## src/rtl/chr_mem_arbiter_if.sv

```systemverilog
// ---------------------------------------------------------------------------
// chr_mem_arbiter_if
// Bundle of every non-clock signal around the CHR BRAM arbiter.
//
//   slave  modport : seen by the arbiter (requests, BRAM read data and reload
//                    in; acks, read data, BRAM controls and fill status out)
//   master modport : seen by whatever drives the requests and models the BRAM
//
// Signals
//   rd_req/rd_addr                read request, held until rd_ack
//   rd_ack, rd_valid, rd_data     read accept pulse, data-valid pulse, data
//   wr_req/wr_addr/wr_data        loader write request, held until wr_ack
//   wr_ack                        write performed pulse
//   reload                        one-cycle pulse restarting fill tracking
//   blk_mem_addr/din/we           registered BRAM controls
//   blk_mem_dout                  BRAM read data (1-cycle latency)
//   fill_count, mem_ready         accepted-write count and "BRAM full" flag
// ---------------------------------------------------------------------------
interface chr_mem_arbiter_if #(
  parameter int ADDR_W = 13,
  parameter int DATA_W = 8
);
  logic              rd_req;
  logic [ADDR_W-1:0] rd_addr;
  logic              rd_ack;
  logic [DATA_W-1:0] rd_data;
  logic              rd_valid;
  logic              wr_req;
  logic [ADDR_W-1:0] wr_addr;
  logic [DATA_W-1:0] wr_data;
  logic              wr_ack;
  logic              reload;
  logic [ADDR_W-1:0] blk_mem_addr;
  logic [DATA_W-1:0] blk_mem_din;
  logic              blk_mem_we;
  logic [DATA_W-1:0] blk_mem_dout;
  logic [ADDR_W:0]   fill_count;
  logic              mem_ready;

  modport slave (
    input  rd_req, rd_addr, wr_req, wr_addr, wr_data, reload, blk_mem_dout,
    output rd_ack, rd_data, rd_valid, wr_ack,
           blk_mem_addr, blk_mem_din, blk_mem_we, fill_count, mem_ready
  );

  modport master (
    output rd_req, rd_addr, wr_req, wr_addr, wr_data, reload, blk_mem_dout,
    input  rd_ack, rd_data, rd_valid, wr_ack,
           blk_mem_addr, blk_mem_din, blk_mem_we, fill_count, mem_ready
  );
endinterface

```

## src/rtl/chr_mem_arbiter.sv

```systemverilog
// ---------------------------------------------------------------------------
// chr_mem_arbiter
// Single-port arbiter/sequencer for the 8 KB CHR block RAM shared by the PPU
// read path and the SDRAM-to-BRAM loader. One access per slot:
//   read  : IDLE -> RD -> RD_WAIT -> RD_DONE -> IDLE   (rd_ack c1, rd_valid c3)
//   write : IDLE -> WR -> IDLE                         (wr_ack/we c1)
// fill_count counts accepted writes since reset/reload and saturates at
// 2**ADDR_W; mem_ready is high once the count is full. Until then reads return
// zero so the PPU never sees a half-loaded CHR image.
//
// Ports
//   clk   system clock, all logic on the rising edge
//   rst   synchronous active-high reset
//   bus   chr_mem_arbiter_if.slave (request/ack, BRAM controls, fill status)
//
// Parameters
//   ADDR_W      BRAM address width (13 -> 8192 bytes)
//   DATA_W      BRAM data width
//   STARVE_MAX  consecutive read grants allowed while a write waits, 1..15
//
// Build option
//   CHR_ARB_STARVE_GUARD_EN  when defined, a 4-bit starvation counter forces a
//                            write grant after STARVE_MAX reads that were made
//                            while wr_req was pending. Undefined: strict read
//                            priority, no counter.
// ---------------------------------------------------------------------------
module chr_mem_arbiter #(
  parameter int ADDR_W     = 13,
  parameter int DATA_W     = 8,
  parameter int STARVE_MAX = 4
) (
  input  logic               clk,
  input  logic               rst,
  chr_mem_arbiter_if.slave   bus
);

  localparam logic [ADDR_W:0] FILL_FULL = {1'b1, {ADDR_W{1'b0}}};
  localparam logic [ADDR_W:0] FILL_ONE  = {{ADDR_W{1'b0}}, 1'b1};

  // The starvation counter is 4 bits wide; reject values it cannot reach.
  if (STARVE_MAX < 1 || STARVE_MAX > 15) begin : g_bad_starve_max
    $error("chr_mem_arbiter: STARVE_MAX must be in 1..15");
  end

  typedef enum logic [2:0] {
    S_IDLE,
    S_RD,
    S_RD_WAIT,
    S_RD_DONE,
    S_WR
  } state_t;

  // Saturating fill-count increment: stops at a full BRAM.
  function automatic logic [ADDR_W:0] sat_inc(input logic [ADDR_W:0] cnt);
    return (cnt == FILL_FULL) ? cnt : cnt + FILL_ONE;
  endfunction

  // Reads of a partially loaded BRAM return zero.
  function automatic logic [DATA_W-1:0] gate_rd(input logic              ready,
                                                 input logic [DATA_W-1:0] din);
    return ready ? din : '0;
  endfunction

  state_t            r_state;
  logic              r_rd_ack;
  logic              r_rd_valid;
  logic [DATA_W-1:0] r_rd_data;
  logic              r_wr_ack;
  logic [ADDR_W-1:0] r_mem_addr;
  logic [DATA_W-1:0] r_mem_din;
  logic              r_mem_we;
  logic [ADDR_W:0]   r_fill_count;
  logic              r_mem_ready;

  logic              w_grant_rd;
  logic              w_grant_wr;
  logic [ADDR_W:0]   w_fill_next;

  assign w_fill_next = sat_inc(r_fill_count);

`ifdef CHR_ARB_STARVE_GUARD_EN
  localparam logic [3:0] STARVE_CNT_MAX = 4'(STARVE_MAX);

  logic [3:0] r_starve_cnt;
  logic       w_starve_trip;

  // Once STARVE_MAX reads have overtaken a waiting write, the write wins.
  assign w_starve_trip = bus.wr_req && (r_starve_cnt == STARVE_CNT_MAX);
  assign w_grant_rd    = bus.rd_req && !w_starve_trip;
  assign w_grant_wr    = bus.wr_req && !w_grant_rd;

  // Counts read grants made over a pending write; any write grant or an
  // IDLE cycle with no write pending starts the window afresh.
  always_ff @(posedge clk) begin
    if (rst) begin
      r_starve_cnt <= 4'd0;
    end else if (r_state == S_IDLE) begin
      if (!bus.wr_req || w_grant_wr) begin
        r_starve_cnt <= 4'd0;
      end else if (w_grant_rd) begin
        r_starve_cnt <= r_starve_cnt + 4'd1;
      end
    end
  end
`else
  // Strict read priority: the loader only gets slots the PPU leaves free.
  assign w_grant_rd = bus.rd_req;
  assign w_grant_wr = bus.wr_req && !bus.rd_req;
`endif

  always_ff @(posedge clk) begin
    if (rst) begin
      r_state      <= S_IDLE;
      r_rd_ack     <= 1'b0;
      r_rd_valid   <= 1'b0;
      r_rd_data    <= '0;
      r_wr_ack     <= 1'b0;
      r_mem_addr   <= '0;
      r_mem_din    <= '0;
      r_mem_we     <= 1'b0;
      r_fill_count <= '0;
      r_mem_ready  <= 1'b0;
    end else begin
      // Pulses default low; each state raises only what it owns.
      r_rd_ack   <= 1'b0;
      r_rd_valid <= 1'b0;
      r_wr_ack   <= 1'b0;
      r_mem_we   <= 1'b0;

      case (r_state)
        // IDLE: arbitrate; outputs for the granted slot are set here so they
        // are registered and visible in the first cycle of that slot.
        S_IDLE: begin
          if (w_grant_rd) begin
            r_state    <= S_RD;
            r_mem_addr <= bus.rd_addr;
            r_rd_ack   <= 1'b1;
          end else if (w_grant_wr) begin
            r_state    <= S_WR;
            r_mem_addr <= bus.wr_addr;
            r_mem_din  <= bus.wr_data;
            r_mem_we   <= 1'b1;
            r_wr_ack   <= 1'b1;
          end
        end

        // RD: BRAM samples the read address at the end of this cycle.
        S_RD: begin
          r_state <= S_RD_WAIT;
        end

        // RD_WAIT: BRAM data is on blk_mem_dout; capture it for RD_DONE.
        S_RD_WAIT: begin
          r_state    <= S_RD_DONE;
          r_rd_data  <= gate_rd(r_mem_ready, bus.blk_mem_dout);
          r_rd_valid <= 1'b1;
        end

        // RD_DONE: rd_data/rd_valid presented to the requester.
        S_RD_DONE: begin
          r_state <= S_IDLE;
        end

        // WR: BRAM write happens this cycle; count it.
        S_WR: begin
          r_state      <= S_IDLE;
          r_fill_count <= w_fill_next;
          r_mem_ready  <= (w_fill_next == FILL_FULL);
        end

        default: begin
          r_state <= S_IDLE;
        end
      endcase

      // Reload overrides the count update even in a WR cycle: that write
      // still reaches the BRAM but starts a new, empty fill.
      if (bus.reload) begin
        r_fill_count <= '0;
        r_mem_ready  <= 1'b0;
      end
    end
  end

  assign bus.rd_ack       = r_rd_ack;
  assign bus.rd_valid     = r_rd_valid;
  assign bus.rd_data      = r_rd_data;
  assign bus.wr_ack       = r_wr_ack;
  assign bus.blk_mem_addr = r_mem_addr;
  assign bus.blk_mem_din  = r_mem_din;
  assign bus.blk_mem_we   = r_mem_we;
  assign bus.fill_count   = r_fill_count;
  assign bus.mem_ready    = r_mem_ready;

endmodule

```

## src/flat_wrapper.sv

```systemverilog
// flat-port wrapper written by rule: the top's interface ports become plain ports
module chr_mem_arbiter_flat 
#(
  parameter int ADDR_W     = 13,
  parameter int DATA_W     = 8,
  parameter int STARVE_MAX = 4
)
  (clk, rst, bus_rd_req, bus_rd_addr, bus_wr_req, bus_wr_addr, bus_wr_data, bus_reload, bus_blk_mem_dout, bus_rd_ack, bus_rd_data, bus_rd_valid, bus_wr_ack, bus_blk_mem_addr, bus_blk_mem_din, bus_blk_mem_we, bus_fill_count, bus_mem_ready);
  chr_mem_arbiter_if #(.ADDR_W(ADDR_W), .DATA_W(DATA_W)) bus_i ();
  input  logic clk;
  input  logic rst;
  input wire logic [$bits(bus_i.rd_req)-1:0] bus_rd_req;
  input wire logic [$bits(bus_i.rd_addr)-1:0] bus_rd_addr;
  input wire logic [$bits(bus_i.wr_req)-1:0] bus_wr_req;
  input wire logic [$bits(bus_i.wr_addr)-1:0] bus_wr_addr;
  input wire logic [$bits(bus_i.wr_data)-1:0] bus_wr_data;
  input wire logic [$bits(bus_i.reload)-1:0] bus_reload;
  input wire logic [$bits(bus_i.blk_mem_dout)-1:0] bus_blk_mem_dout;
  output wire logic [$bits(bus_i.rd_ack)-1:0] bus_rd_ack;
  output wire logic [$bits(bus_i.rd_data)-1:0] bus_rd_data;
  output wire logic [$bits(bus_i.rd_valid)-1:0] bus_rd_valid;
  output wire logic [$bits(bus_i.wr_ack)-1:0] bus_wr_ack;
  output wire logic [$bits(bus_i.blk_mem_addr)-1:0] bus_blk_mem_addr;
  output wire logic [$bits(bus_i.blk_mem_din)-1:0] bus_blk_mem_din;
  output wire logic [$bits(bus_i.blk_mem_we)-1:0] bus_blk_mem_we;
  output wire logic [$bits(bus_i.fill_count)-1:0] bus_fill_count;
  output wire logic [$bits(bus_i.mem_ready)-1:0] bus_mem_ready;
  assign bus_i.rd_req = bus_rd_req;
  assign bus_i.rd_addr = bus_rd_addr;
  assign bus_i.wr_req = bus_wr_req;
  assign bus_i.wr_addr = bus_wr_addr;
  assign bus_i.wr_data = bus_wr_data;
  assign bus_i.reload = bus_reload;
  assign bus_i.blk_mem_dout = bus_blk_mem_dout;
  assign bus_rd_ack = bus_i.rd_ack;
  assign bus_rd_data = bus_i.rd_data;
  assign bus_rd_valid = bus_i.rd_valid;
  assign bus_wr_ack = bus_i.wr_ack;
  assign bus_blk_mem_addr = bus_i.blk_mem_addr;
  assign bus_blk_mem_din = bus_i.blk_mem_din;
  assign bus_blk_mem_we = bus_i.blk_mem_we;
  assign bus_fill_count = bus_i.fill_count;
  assign bus_mem_ready = bus_i.mem_ready;
  chr_mem_arbiter #(.ADDR_W(ADDR_W), .DATA_W(DATA_W), .STARVE_MAX(STARVE_MAX)) u_core (.clk(clk), .rst(rst), .bus(bus_i));
endmodule
```

## config.mk

```make
export PLATFORM = sky130hd
export DESIGN_NAME = chr_mem_arbiter_flat
export DESIGN_NICKNAME = d
export VERILOG_FILES = /design/src/rtl/chr_mem_arbiter_if.sv /design/src/rtl/chr_mem_arbiter.sv /design/src/flat_wrapper.sv
export SDC_FILE = /design/constraint.sdc
export NUM_CORES = 1
export LEC_CHECK = 0
export BUFFER_PORTS_ARGS = -buffer_cell sky130_fd_sc_hd__buf_4
export CAP_MARGIN = 10
export CELL_PAD_IN_SITES_DETAIL_PLACEMENT = 0
export CELL_PAD_IN_SITES_GLOBAL_PLACEMENT = 1
export CORE_MARGIN = 2
export CORE_UTILIZATION = 37
export DETAILED_ROUTE_END_ITERATION = 16
export GPL_ROUTABILITY_DRIVEN = 0
export PLACE_DENSITY = 0.85
export SETUP_SLACK_MARGIN = 0.15
export SYNTH_ARGS = -nofsm -noshare
export SYNTH_HDL_FRONTEND = slang
export SYNTH_SLANG_ARGS = --single-unit
```

## constraint.sdc

```tcl
create_clock -name clk -period 5.78 [get_ports clk]
set_clock_uncertainty 0.15 [all_clocks]
set_input_delay 1.156 -clock clk [delete_from_list [all_inputs] [get_ports clk]]
set_output_delay 1.156 -clock clk [all_outputs]
set_load 0.01 [all_outputs]
```

==> impl_metrics.toml, run 1 <==
[worst_setup_path]
rr_worst_depth = 5
r2r_end = "u_core.bus.mem_ready"
cpPeakStageDelay_ns = 0.46
r2r_start = "u_core.bus.fill_count[3]"
worstSetupStartpoint = "rst"
cp-start-kind = "input pin"
rrSetupSlack_ns = 3.63
critical_path_required_ns = 5.88
worstSetupEndpoint = "u_core.bus.mem_ready"
worstSetupPathType = "in2reg"
arrival_ns = 2.67
crit_fanout = 29
end_kind = "register"
path_cells = "buf_4 -> or2_2 -> or3_1 -> a221oi_2 -> o2111ai_1 -> o21ai_1"
cp_slowest_cell = "or2_2"

[worst_hold_path]
hp-class = "reg2reg"

[layout]
drive_gt1_share_pct = 32.62
nets = 376
syn_to_final_growth_pct = 35.17
diodes = 0
fillers = 558
fin_cells = 403
final_cell_area_um2 = 3073

[synthesis]
synth-compound-area-share_pct = 12.38
synth_most_common_cell = "dfxtp_1"
syn-cell-area_um2 = 2273
synth_mux_area_share_pct = 10.57
synthesis.nets = 297
async_flop_share_pct = 0
synth_fa_ha_area_share_pct = 1.101
synth_top_family_by_area = "simple AND/OR/NAND/NOR gates"
synth_edf_count = 0
synth.area.top_cells = "dfxtp_1 44%, mux2i_1 11%, nor2_1 6.6%, a211oi_1 4.3%, a22o_1 3.1%"
ys.flop_type = "dfxtp_1"
synth_top_area_share_pct = 44.03
ys_seq_elements = 50
ys_seq_area_share_pct = 44.03
yosysTopAreaCell = "dfxtp_1"
synth_commonest_cells = "50 x dfxtp_1, 40 x nor2_1, 24 x mux2i_1"
synthSimpleGateAreaFrac_pct = 21.68
synth_warnings = 0
synthXorXnorAreaFrac_pct = 5.394
syn_inst = 248
yosysUniqueCellTypes = 43
avgSynthCellArea_um2 = 9.167

[grt]
grt_usage_pct = 15.96
grt_use_met1_pct = 21.05
grt_pass1_wl_um = 8397
grt_max_degree = 30
grt_util_met2_pct = 23.47
grt_pass1_vias = 1880
grt_overflow = 0
grt_use_met3_pct = 6.848
antenna_found_initial = 0
busiest_layer = "met2"

[status]
status = "completed"

[sta]
whs_ns = 0.3398
period_share_pct = 44.50
hold_viol = 0
slew_violations = 0
setup_viol = 0
fin_tns_setup_ns = 0
max_slew_margin_pct = 47.26
max_clock_freq_mhz = 388.8
grt_setup_unrepaired = "no"
min_period_ns = 2.572
worst_pin_slew_ns = 0.7912

[place]
portBuffers = 94
placed_area_um2 = 2974
placed_cells = 395
dp_hpwl_um = 3790

[routing]
dr.pass1.iters = 4
final_antenna_net_count = 0
drt_iter0_markers = 84
route.vias.total = 1984
viasPerCell = 4.923
drt_wl_total_um = 5168
drc = 0
wl_per_cell_um = 12.82

[floorplan]
io_pins = 95
dieArea_um2 = 6787
rows = 28
die_h_um = 82.39
die_w_um = 82.39
start_util_pct = 38.40
core_area_um2 = 5921

[cts]
cts_buffers = 5
ctsResizeCount = 0
htree_levels = 2
clock_latency_ns = 0.30
clk_path_buf_depth = 2
cts-root-buf = "clkbuf_8"
clkTransAtPathRegs_ns = 0.09
numClockSinks = 50
cts_tree = "yes"
holdBufCountCts = 0
cts_setup_buffers = 0

[power_and_ir_drop]
p_leak_nw = 1.400
cellPowerDensity_nw_per_um2 = 248.8
vdd_drop_max_mv = 0.1287

[job]
drv_cap = 0
## kinds of logic (layout without fill, tap and decap cells)
| group | after synthesis | after routing |
|---|---|---|
| compound gates | 38 | 38 |
| flops | 50 | 50 |
| simple gates | 95 | 95 |
| buf+inv | 25 | 105 |
| xor+xnor | 14 | 14 |
| mux | 24 | 24 |
| fa+ha+maj | 2 | 2 |
## metal layers
| layer | up-vias | part of all wire, % |
|---|---|---|
| li1 | 1024 | - |
| met1 | 879 | 45 |
| met2 | 76 | 45 |
| met3 | 5 | 9.1 |
| met4 | 0 | 0.95 |
| met5 | - | 0 |
## worst max-delay path: cells and delay by family
family                 cells  cell delay (ns)
AOI/OAI and AO/OA          3             0.43
and+or+nand+nor            2             0.85
buffers and inverters      1             0.21
## power breakdown
group | switching, mW | internal (mW)
combinational | 0.0746 | 0.0819
sequential | 0.0180 | 0.373
clock | 0.118 | 0.0987
## layout make-up
type / instances / area (µm²) / share of cell area, %
Inverter: 3 / 11.26 / 0.3664
Clock buffer: 6 / 82.58 / 2.687
Clock inverter: 2 / 16.27 / 0.5293
Tap cell: 75 / 93.84 / 3.054
Multi-Input combinational cell: 173 / 1162 / 37.83
Timing Repair Buffer: 94 / 705.7 / 22.96
Sequential cell: 50 / 1001 / 32.57
## layout by cell type (no fill, tap or decap), types with 2 or more instances in the layout
cell,n
clkbuf_8,6
nand3_1,7
inv_1,3
o21ai_0,4
ha_1,2
nand3b_1,2
nor3_1,7
xor2_1,8
nand2b_1,2
a22o_1,8
o2111ai_1,2
dfxtp_1,50
nor4_1,2
nand2_1,11
a211oi_1,13
xnor2_1,6
and3_1,4
mux2i_1,24
a21oi_1,5
buf_4,94
or2_2,2
nand4_1,3
nor2_1,40
or3_1,4
## registers in the layout (all words and copies together) (netlist names)
name and cells:
u_core.bus.fill_count 14, u_core.bus.blk_mem_addr 13, u_core.bus.blk_mem_din 8, u_core.bus.rd_data 8
u_core.r_state 3, u_core.bus.mem_ready 1, u_core.bus.rd_ack 1, u_core.bus.rd_valid 1
u_core.bus.wr_ack 1
## worst min-delay path by stage
stage	cells past startpoint	slack, ns	from	endpoint
floorplan	1	0.31	u_core.r_state[2]	u_core.r_state[1]
global placement	1	0.31	u_core.bus.rd_data[7]	u_core.bus.rd_data[7]
detailed placement	1	0.32	u_core.bus.rd_data[1]	u_core.bus.rd_data[1]
CTS	1	0.34	u_core.bus.rd_data[1]	u_core.bus.rd_data[1]
global route	1	0.36	u_core.bus.rd_data[3]	u_core.bus.rd_data[3]
finish	1	0.34	u_core.bus.rd_data[3]	u_core.bus.rd_data[3]
## stage by stage
step / power [mW] / worst slack (ns) / utilization (%)
floorplan: 0.4848 / 3.243 / -
global placement: 0.5556 / 2.898 / 50.23
detailed placement: 0.5571 / 2.882 / 50.23
CTS: 0.7745 / 3.214 / 51.90
global route: 0.8099 / 3.066 / 51.90
finish: 0.7646 / 3.208 / 51.90
(Power assumes the default switching activity.)
==> run 2: changes to the inputs <==
- CORE_UTILIZATION: 37 -> 34
- PLACE_DENSITY: 0.85 -> 0.79
- clock period: 5.78 -> 2.6 ns (I/O delays scaled with it)
==> run 2 against run 1 <==
Compared with the run above: final cell count is 0.99% higher; core utilization shrank 3.8 points; clock power increased by 130%; worst setup slack got worse by 2.7 ns; non-clock buffer count rose by 2; register-to-register slack got worse by 3.1 ns; via count rose by 2.7%; sequential cell count unchanged; sequential power rose by 120%; global-route usage down 0.060 points; combinational power is 130% higher; routed wire length rose by 5.4%.
==> impl_metrics.toml, run 2 (synthesized netlist as in run 1, its figures left out) <==
[cts]
cts_buffers = 5
clkTransAtPathRegs_ns = 0.11
holdBufCountCts = 0
cts_tree = "yes"
htree_levels = 2
clk_path_buf_depth = 2
clock_latency_ns = 0.31
cts-root-buf = "clkbuf_8"
cts_setup_buffers = 0
ctsResizeCount = 0
numClockSinks = 50

[floorplan]
die_w_um = 85.77
io_pins = 95
start_util_pct = 35.40
dieArea_um2 = 7356
rows = 29
core_area_um2 = 6422
die_h_um = 85.77

[place]
portBuffers = 94
place_ws_ns = 0.4822
dp_hpwl_um = 3999

[sta]
min_period_ns = 2.093
max_slew_margin_pct = 54.35
setup_ws_ns = 0.5070
whs_ns = 0.2599
worst_pin_slew_ns = 0.6847
setup_viol = 0
slew_violations = 0
period_share_pct = 80.50
fin_tns_setup_ns = 0
hold_viol = 0
max_clock_freq_mhz = 477.8
grt_setup_unrepaired = "no"

[layout]
layout_commonest_cell = "buf_4"
syn_to_final_growth_pct = 35.88
layout_common_cells = "96 x buf_4, 50 x dfxtp_1, 40 x nor2_1"
fin_util_pct = 48.10
nets = 378
largest_reg_flops = 14
drive_gt1_share_pct = 33.03
diodes = 0
fillers = 615

[routing]
final_antenna_net_count = 0
dr.pass1.iters = 6
route.vias.total = 2038
viasPerCell = 5.007
drt_wl_total_um = 5447
drc = 0
wl_per_cell_um = 13.38
drt_iter0_markers = 77

[grt]
grt_pass1_vias = 1986
grt_max_degree = 29
antenna_found_initial = 0
grt_pass1_wl_um = 9404
grt_usage_pct = 15.90
grt_overflow = 0

[worst_setup_path]
end_kind = "register"
cpPeakStageDelay_ns = 0.50
cp-start-kind = "register"
worstSetupPathType = "reg2reg"
cp_slowest_cell = "dfxtp_1"
critical_path_required_ns = 2.64
crit_fanout = 10
arrival_ns = 2.13
path_cells = "ha_1 -> nand4bb_1 -> nor3_1 -> nand2_1 -> xor2_1 -> nor2_1"

[power_and_ir_drop]
p_leak_nw = 1.413
total_power_mw = 1.727
vdd_drop_max_mv = 0.3122
cellPowerDensity_nw_per_um2 = 558.9

[status]
status = "completed"

[worst_hold_path]
hp-class = "in2reg"

[job]
drv_cap = 0
-- run 2: area by class of cell --
cell class / count / area [µm²] / share of cell area (%)
multi-input combinational: 173 / 1162 / 37.63
clock buffer: 5 / 68.82 / 2.228
inverter: 3 / 11.26 / 0.3645
sequential: 50 / 1001 / 32.40
tap: 77 / 96.34 / 3.119
clock inverter: 3 / 28.78 / 0.9316
timing repair buffer: 96 / 720.7 / 23.33
-- run 2: layer usage --
layer	track usage (%)	wire [µm]	vias to the layer above
met3	5.582	490	8
li1	-	-	1034
met4	5.483	77	0
met5	0	0	-
met2	25.14	2497	74
met1	20.19	2381	922
-- run 2: path summary, 6_finish.rpt --
| check | start | to | slack (ns) | cells past startpoint |
|---|---|---|---|---|
| worst max-delay path | u_core.bus.fill_count[0] | u_core.bus.fill_count[12] | 0.51 | 6 |
| worst min-delay path | bus_blk_mem_dout[2] | u_core.bus.rd_data[2] | 0.26 | 2 |
| worst max register to register | u_core.bus.fill_count[0] | u_core.bus.fill_count[12] | 0.51 | 6 |
| worst min register to register | u_core.bus.rd_data[2] | u_core.bus.rd_data[2] | 0.34 | 1 |
-- run 2: report_power, final --
group | switching, mW | internal, mW | total, mW | leakage, nW
registers | 0.0391 | 0.829 | 0.868 | 0.408
clock network | 0.297 | 0.202 | 0.499 | 0.0506
logic | 0.172 | 0.188 | 0.359 | 0.954
-- run 2: critical path: cells and delay by family, from the launching register on --
kind / cells / cell delay, ns
and+or+nand+nor: 4 / 0.85
DFF: 1 / 0.50
adders and majority gates: 1 / 0.32
xor gates and xnor gates: 1 / 0.15
-- run 2: metrics by stage --
stage	std cells	instance area, µm²
2_1_floorplan	248	2273
3_3_place_gp	399	2992
3_5_place_dp	399	2992
4_1_cts	407	3089
5_1_grt	407	3089
6_report	407	3089
==> run 3: changes to the inputs <==
- ABC_AREA: unset -> 1
- CORE_UTILIZATION: 34 -> 33
- PLACE_DENSITY: 0.79 -> 0.81
- clock period: 2.6 -> 2.1 ns (I/O delays scaled with it)
==> run 3 against run 2 <==
Compared with the run above: global-route usage hardly changed; routed wire length grew 15%; highest routed layer unchanged; worst setup slack worse by 0.18 ns; first-iteration DRC count up 55%; clock-buffer cell count stayed put; largest power group unchanged; fmax increased by 18%; final cell count up 33%; sequential cell count is the same; core utilization down 0.086 points; largest cell class unchanged; die area rose by 7.5%; non-clock buffer count rose by 3; cell area increased by 6.8%.
==> impl_metrics.toml, run 3 <==
[status]
status = "completed"

[worst_hold_path]
min_to = "u_core.bus.blk_mem_din[6]"
hold_depth = 3
hp-class = "in2reg"
hold_path_startpoint = "bus_wr_data[6]"

[worst_setup_path]
end_kind = "register"
worstSetupPathType = "reg2reg"
crit_fanout = 6
worstSetupStartpoint = "u_core.bus.fill_count[4]"
r2r_start = "u_core.bus.fill_count[4]"
arrival_ns = 1.87
r2r_end = "u_core.bus.mem_ready"
critical_path_required_ns = 2.20
cp-start-kind = "register"
rr_worst_depth = 10
rrSetupSlack_ns = 0.33

[cts]
clock_latency_ns = 0.31
cts_tree = "yes"
cts-root-buf = "clkbuf_8"
cts_buffers = 5
numClockSinks = 50
clk_path_buf_depth = 2
clkTransAtPathRegs_ns = 0.11
htree_levels = 2
cts_setup_buffers = 0

[grt]
grt_usage_pct = 15.89
grt_util_met2_pct = 24.49
grt_pass1_wl_um = 9984
grt_use_met3_pct = 5.633
grt_use_met1_pct = 21.24
grt_pass1_vias = 2210
antenna_found_initial = 0
grt_overflow = 0
grt_max_degree = 27
busiest_layer = "met2"

[synthesis]
ys_seq_area_share_pct = 42.06
ys.flop_type = "dfxtp_1"
synth.area.top_cells = "dfxtp_1 42%, nand2_1 15%, inv_1 6.6%, nor2_1 6.6%, a21oi_1 6.1%"
yosysUniqueCellTypes = 24
synth_edf_count = 0
async_flop_share_pct = 0
yosysTopAreaCell = "dfxtp_1"
synth_commonest_cells = "97 x nand2_1, 50 x dfxtp_1, 42 x inv_1, 42 x nor2_1, 29 x a21oi_1"
synth_top_area_share_pct = 42.06
synth_warnings = 0
ys_seq_elements = 50
synth_most_common_cell = "nand2_1"
avgSynthCellArea_um2 = 6.685
synthesis.nets = 405
syn_inst = 356
syn-cell-area_um2 = 2380

[floorplan]
die_h_um = 88.92
start_util_pct = 34.64
die_w_um = 88.92
io_pins = 95
core_area_um2 = 6869
rows = 30
dieArea_um2 = 7907

[layout]
syn_to_final_growth_pct = 38.59
drive_gt1_share_pct = 26.85
nets = 495
layout_commonest_cell = "buf_4"
layout_common_cells = "99 x buf_4, 97 x nand2_1, 49 x dfxtp_1"
diodes = 0
largest_reg_flops = 14
final_cell_area_um2 = 3298

[sta]
worst_pin_slew_ns = 0.4960
setup_viol = 0
min_period_ns = 1.774
max_clock_freq_mhz = 563.8
fin_tns_setup_ns = 0
period_share_pct = 84.45
slew_violations = 0
hold_viol = 0
max_slew_margin_pct = 66.89
grt_setup_unrepaired = "no"

[power_and_ir_drop]
cellPowerDensity_nw_per_um2 = 624.4
vdd_drop_max_mv = 0.3246
p_leak_nw = 1.554

[place]
portBuffers = 94
placed_area_um2 = 3182
dp_hpwl_um = 4774

[job]
drv_cap = 0

[routing]
drt_wl_total_um = 6255
dr.pass1.iters = 4
drt_iter0_markers = 119
route.vias.total = 2520
viasPerCell = 4.641
final_antenna_net_count = 0
drc = 0
wl_per_cell_um = 11.52
-- run 3: repair_timing --
action | CTS | global route
gates resized for setup | 0 | 4
hold buffers | 0 | 0
setup endpoints to repair | 0 | 2
-- run 3: worst max-delay path: stages (launching register included) --
cell	delay, ns
dfxtp_1	0.48
nand2_1	0.19
nor2_4	0.17
nand3_1	0.09
nand2_1	0.10
nand2_1	0.09
nor2_1	0.11
nand2_1	0.07
nor2_1	0.09
nand2_1	0.07
a21oi_2	0.11
-- run 3: where the power goes --
group          switching, mW  internal (mW)  total, mW
logic                  0.202          0.194      0.396
registers             0.0445           1.01       1.06
clock network          0.358          0.248      0.606
-- run 3: cell families after synthesis --
group	Yosys count	share of synthesized area (%)
simple gates	175	30.97
compound gates	67	15.04
buf+inv	58	9.411
flops	50	42.06
xor+xnor	4	1.472
fa+ha+maj	2	1.051
-- run 3: worst max path at each step --
stage | slack (ns) | endpoint
2_1_floorplan | 0.34 | u_core.bus.mem_ready
3_3_place_gp | 0.26 | u_core.bus.mem_ready
3_5_place_dp | 0.19 | u_core.bus.mem_ready
4_1_cts | 0.17 | u_core.bus.mem_ready
5_1_grt | 0.18 | u_core.bus.mem_ready
6_report | 0.33 | u_core.bus.mem_ready
-- run 3: layout make-up --
type	instances	area, µm²
Clock buffer	5	68.82
Clock inverter	3	28.78
Fill cell	745	3571
Inverter	42	157.7
Multi-Input combinational cell	248	1177
Sequential cell	50	1002
Tap cell	96	120.1
Timing Repair Buffer	99	743.2
-- run 3: metrics by stage --
stage / worst slack (ns) / hold slack, ns / utilization (%) / instances / power [mW]
final: 0.3265 / 0.1982 / 48.01 / 543 / 2.059
after floorplan: 0.3434 / 0.3172 / - / 356 / 1.271
after detailed placement: 0.1939 / 0.2890 / 46.32 / 535 / 1.479
after global placement: 0.2617 / 0.2832 / 46.32 / 535 / 1.475
after CTS: 0.1746 / 0.1962 / 47.74 / 543 / 2.081
after global routing: 0.1791 / 0.2044 / 48.01 / 543 / 2.169
-- run 3: per-layer routing --
metal | share of wire, % | vias up | wire length (µm)
met5 | 0 | - | 0
met3 | 8.1 | 8 | 504
met4 | 1.4 | 0 | 85
met2 | 45 | 70 | 2842
met1 | 45 | 1134 | 2823
li1 | - | 1308 | -
